`src/rtl/shift_seq_ctrl.sv`:
```
// Sequencer for a downstream 4-bit universal shift register: load, N shifts, done pulse.
// Optional macro SHIFT_SEQ_SHADOW_EN adds shadow_q, a model of the downstream register contents.
module shift_seq_ctrl #(
  parameter int MAX_SHIFT = 4
) (
  input  logic       clk,
  input  logic       reset,
  input  logic       in_valid,
  output logic       in_ready,
  input  logic [3:0] in_data,
  input  logic       in_dir,
  input  logic [2:0] in_count,
  output logic [1:0] mode,
  output logic [3:0] par_out,
  output logic       busy,
  output logic       done
`ifdef SHIFT_SEQ_SHADOW_EN
  ,
  output logic [3:0] shadow_q
`endif
);

  typedef enum logic [1:0] {
    IDLE  = 2'd0,
    LOAD  = 2'd1,
    SHIFT = 2'd2,
    DONE  = 2'd3
  } state_e;

  localparam logic [1:0] M_HOLD  = 2'b00;
  localparam logic [1:0] M_RIGHT = 2'b01;
  localparam logic [1:0] M_LEFT  = 2'b10;
  localparam logic [1:0] M_LOAD  = 2'b11;
  localparam logic [2:0] MAX_C   = 3'(MAX_SHIFT);

  state_e     state_q, state_d;
  logic [3:0] data_q, data_d;
  logic       dir_q, dir_d;
  logic [2:0] cnt_q, cnt_d;

  always_ff @(posedge clk or posedge reset) begin
    if (reset) begin
      state_q <= IDLE;
      data_q  <= '0;
      dir_q   <= 1'b0;
      cnt_q   <= '0;
    end else begin
      state_q <= state_d;
      data_q  <= data_d;
      dir_q   <= dir_d;
      cnt_q   <= cnt_d;
    end
  end

  // Outputs depend only on state and captured job registers (Moore).
  always_comb begin
    state_d  = state_q;
    data_d   = data_q;
    dir_d    = dir_q;
    cnt_d    = cnt_q;
    mode     = M_HOLD;
    in_ready = 1'b0;
    busy     = 1'b1;
    done     = 1'b0;
    unique case (state_q)
      IDLE: begin
        in_ready = 1'b1;
        busy     = 1'b0;
        if (in_valid) begin
          data_d  = in_data;
          dir_d   = in_dir;
          cnt_d   = (in_count > MAX_C) ? MAX_C : in_count;
          state_d = LOAD;
        end
      end
      LOAD: begin
        mode    = M_LOAD;
        state_d = (cnt_q == 3'd0) ? DONE : SHIFT;
      end
      SHIFT: begin
        mode  = dir_q ? M_LEFT : M_RIGHT;
        cnt_d = cnt_q - 3'd1;
        if (cnt_q <= 3'd1) state_d = DONE;
      end
      DONE: begin
        done    = 1'b1;
        state_d = IDLE;
      end
      default: state_d = IDLE;
    endcase
  end

  assign par_out = data_q;

`ifdef SHIFT_SEQ_SHADOW_EN
  logic [3:0] shadow_d;

  always_comb begin
    shadow_d = shadow_q;
    case (state_q)
      LOAD:    shadow_d = data_q;
      SHIFT:   shadow_d = dir_q ? {shadow_q[2:0], 1'b0} : {1'b0, shadow_q[3:1]};
      default: shadow_d = shadow_q;
    endcase
  end

  always_ff @(posedge clk or posedge reset) begin
    if (reset) shadow_q <= '0;
    else       shadow_q <= shadow_d;
  end
`endif

endmodule
```
`config.mk`:
```
export PLATFORM = sky130hd
export DESIGN_NAME = shift_seq_ctrl
export DESIGN_NICKNAME = d
export VERILOG_FILES = /design/src/rtl/shift_seq_ctrl.sv
export SDC_FILE = /design/constraint.sdc
export NUM_CORES = 1
export LEC_CHECK = 0
export ABC_CLOCK_PERIOD_IN_PS = 1750
export CORE_UTILIZATION = 39
export CTS_CLUSTER_DIAMETER = 100
export DETAILED_ROUTE_END_ITERATION = 7
export PLACE_DENSITY = 0.72
export SLEW_MARGIN = 40
export SYNTH_ARGS = -nofsm -noshare
export SYNTH_HDL_FRONTEND = slang
export SYNTH_SLANG_ARGS = --single-unit
export TNS_END_PERCENT = 50
```
`constraint.sdc`:
```
create_clock -name clk -period 1.75 [get_ports clk]
set_clock_uncertainty 0.2 [all_clocks]
set_input_delay 0.525 -clock clk [delete_from_list [all_inputs] [get_ports clk]]
set_output_delay 0.525 -clock clk [all_outputs]
set_load 0.02 [all_outputs]
```
== Word level (Yosys, flattened, before mapping) ==
Index checks and enable logic that the tools add are counted.
Storage, ports and cells
  register bits: 10
  logic and storage cells: 30
  output and inout port bits: 9
  bits of input ports: 11
Cells by class
  muxes and demuxes: 12
  add/subtract/negate cells: 1
  $lt $le $gt $ge: 2
  equal/unequal tests: 5
  reduce and logical (&&, ||, !) cells: 6
Operator list (number)
  2-bit case mux with 4 select lines: 1
  2-bit 2-to-1 mux: 3
  3-bit 2-to-1 mux: 2
  3-bit case mux with 2 select lines: 1
  2-bit AND reduction: 3
  2-bit equality test (second input constant): 2
  1-bit 2-to-1 mux: 4
  2-bit != test (second input constant): 2
  2-bit case mux with 2 select lines: 1
  3-bit greater-than comparator (second input constant): 1
  3-bit by 1-bit less-or-equal comparator with 1-bit output (second input constant): 1
  3-bit zero test: 1
  3-bit by 1-bit subtractor with 3-bit output (second input constant): 1
  2-bit by 1-bit equality test with 1-bit output (second input constant): 1
  2-bit zero test: 1
  2-bit nonzero test: 1

== Depth between registers and ports, before layout ==
  depth after elaboration: 4
  gate-level depth with buffers: 6
  depth with buffers taken out: 6

== Worst setup path before layout ==
No wires, ideal clock.
  path type: register -> output
  start point: register state_q[0]
  end point: output mode[1]
  required time: 1.025 ns
  stages on the path, launching flop included: 6
  buffers on the path: 1
  setup slack: -0.179 ns
  data arrival time: 1.204 ns
  cell sequence: dfrtp_1 -> inv_1 -> ha_1 -> buf_2 -> a21oi_1 -> nor2b_1
Between the ends
  longest elaborated chain between the ends: 2
  elaborated cells on any way between the ends: 3
  classes of those cells: eq/ne (2); mux (1)
Ends and longest elaborated chain
  start, declared: line 36  | state_e state_q, state_d;
  start signal, assigned: line 48  | state_q <= state_d;
  2-bit equality test or 2-bit by 1-bit equality test with 1-bit output (tied branches): line 65  | unique case (state_q)
  2-bit case mux with 2 select lines *: line 65
  end, declared: line 13  | output logic [1:0] mode,
Every way passes the cells marked *; elsewhere a longest branch is shown, timed or not.

== Final worst setup path ==
  start point: register state_q[1]
  end point: output mode[0]
Same word-level chain as after synthesis.

==> metrics.yaml <==
die_area_um2: 1730
die_w_um: 41.7
overflow: 0
final_cells: 110
place_area_um2: 918
synth_area_leaders: "dfrtp_1 (41%), ha_1 (14%), mux2_1 (9.2%)"
placedCellCount: 101
min_period_ns: 2.09
crit_path_end_kind: "output pin"
clk_latency_ns: 0.26
wl_per_cell_um: 12.7
nNetsFinal: 115
ys_types: 22
worst_slack_ns: -0.342
drive_gt1_share_pct: 43.2
min_from: "par_out[2]$_DFFE_PP0P_"
grt_max_degree: 11
crit_chain: "ha_4, nor2b_4, o21a_2, buf_6"
relSlewSlack_pct: 74.4
post-route-period-util_pct: 120
port-buffer-count: 19
violations: "setup timing"
dr.pass1.iters: 4
run_status: "complete, but fails checks"
finalWeightedCongestion: 0.691
fmax_mhz: 478
p_leak_nw: 0.467
arrival_ns: 1.37
tritoncts: "built"
synth_nets: 75
crit_family: "flip-flops"
synth_warnings: 0
tightest_slew_ns: 0.383
grtUsageTotal_pct: 18.3
syn_area_per_cell_um2: 10.8
ant_nets: 0
clockBufferDepth: 2
report.final.hold_viol_count: 0
yosys.area.top_type: "dfrtp_1"
critPathRequiredTime_ns: 1.02
clkTransAtPathRegs_ns: 0.06
cts-htree-levels: 1
syn-instance-count: 57
n_antenna_cell: 0
irDropWorstVdd_mv: 1.39
core_area_um2: 1380
rr_startpoint: "state_q[1]$_DFFE_PP0P_"
synth_top_area_share_pct: 40.8
drt-total-wl_um: 1400
max_stage_delay_ns: 0.45
total_power_mw: 2.13
powerDensity_nw_per_um2: 2030
crit_buf_inv: 1
grt_pass1_vias: 579
grt_setup_unrepaired: "true"
drt_iter0_drc: 9
cp-startpoint: "state_q[1]$_DFFE_PP0P_"
clockRootBuffer: "clkbuf_4"
startpoint_type: "flip-flop"
start_util_pct: 44.3
io_pins: 20
crit_slowest_cell: "dfrtp_2"
cap_violations: 0
via_per_inst: 5.25
syn_area_um2: 613
final_util_pct: 75.7
die_h_um: 41.7
slew_viol_final: 0
path_max_fanout: 3
ys_seq_elements: 10
cts_inserted_buffers: 3
postLayoutCellArea_um2: 1050
fp-row-count: 13
setup_tns_ns: -1.02
yosysSeqAreaShare_pct: 40.8
cts.sinks: 10
drc: 0
critical_path_class: "reg2out"
cts_hold_buf: 0
detailed_place_hpwl_um: 1050
finalSetupViolCount: 5
hp-class: "reg2reg"
grt_first_pass_wirelength_um: 2460
vias: 578
grt_antenna_before_repair: 0
area_growth_pct: 70.8
## repair_timing
item / in CTS / in global routing
setup endpoints to repair: 9 / 9
pin swaps: 3 / 2
buffers inserted: 3 / 3
resized for setup: 41 / 8
## per-layer routing
metal / share of wire (%) / vias to the layer above / track usage (%) / wire [um]
li1: - / 282 / - / -
met1: 43 / 270 / 23.3 / 601
met3: 5.1 / 2 / 1.74 / 72
met5: 0 / - / 0 / 0
met4: 1.5 / 0 / 7.74 / 21
met2: 50 / 24 / 31.6 / 704
## area by class of cell
type / count / area (um2)
multi-input cells: 40 / 403
fillers: 99 / 335
repair buffers: 36 / 327
flip-flops and latches: 10 / 251
inverters: 6 / 25.0
clock buffers: 3 / 22.5
well taps: 15 / 18.8
## through the flow
step	hold WS, ns	setup slack [ns]
2_1_floorplan	0.165	-0.0766
3_3_place_gp	0.278	-0.506
3_5_place_dp	0.281	-0.554
4_1_cts	0.290	-0.322
5_1_grt	0.326	-0.399
6_report	0.284	-0.342
## cell usage in the layout, fill, tap and decap left out, types with 2 or more instances in the layout
| cell type | Yosys | routed |
|---|---|---|
| buf_6 | 0 | 7 |
| nor2b_4 | 0 | 2 |
| nand3_1 | 2 | 2 |
| dfrtp_1 | 10 | 9 |
| inv_1 | 6 | 3 |
| ha_4 | 0 | 3 |
| clkdlybuf4s50_1 | 0 | 10 |
| a21oi_1 | 7 | 6 |
| buf_4 | 0 | 15 |
| dlygate4sd2_1 | 0 | 4 |
| inv_2 | 0 | 2 |
| clkbuf_4 | 0 | 3 |
| o32ai_1 | 2 | 2 |
| ha_1 | 7 | 3 |
| mux2_1 | 5 | 5 |
## sequential cells by signal, summed over array words and instances (netlist names)
signal and cells:
state_q 2, par_out 4, cnt_q 3, dir_q 1
## cells by family after synthesis
family | Yosys count | share of synthesized area [%]
flip-flops | 10 | 40.8
multiplexers | 5 | 9.18
buffers and inverters | 7 | 4.49
adder cells (fa/ha/maj) | 7 | 14.3
AND/OR/NAND/NOR | 9 | 8.78
AO/OA/AOI/OAI | 19 | 22.4
## cell usage after synthesis
cell type  count
nand2_1        1
buf_2          1
dfrtp_1       10
o21ai_1        1
inv_1          6
o21ba_1        1
o21a_1         2
mux2_1         5
a31o_1         1
ha_1           7
nand2b_1       1
o21ai_0        1
o2111a_1       1
a31oi_1        1
nand2b_2       1
a21oi_1        7
o32ai_1        2
nand3_1        2
o21ai_2        1
nand2_2        1
a311oi_2       1
nor2b_1        3
## power by group
part	internal, mW	switching, mW	total [mW]
Clock	0.0795	0.0771	0.157
Sequential	0.352	0.110	0.462
Combinational	0.828	0.680	1.51
Total	1.26	0.868	2.13
## final timing paths
| path | slack [ns] | endpoint | cells after the start |
|---|---|---|---|
| max in group asynchronous | 0.72 | state_q[1]$_DFFE_PP0P_ | 2 |
| max reg2reg | 0.05 | state_q[0]$_DFFE_PP0P_ | 6 |
| max | -0.34 | mode[0] | 4 |
| min | 0.28 | par_out[2]$_DFFE_PP0P_ | 1 |
| min in group asynchronous | 0.33 | par_out[1]$_DFFE_PP0P_ | 2 |
| min reg2reg | 0.28 | par_out[2]$_DFFE_PP0P_ | 1 |
No activity file was read; power rests on OpenSTA's default activity.
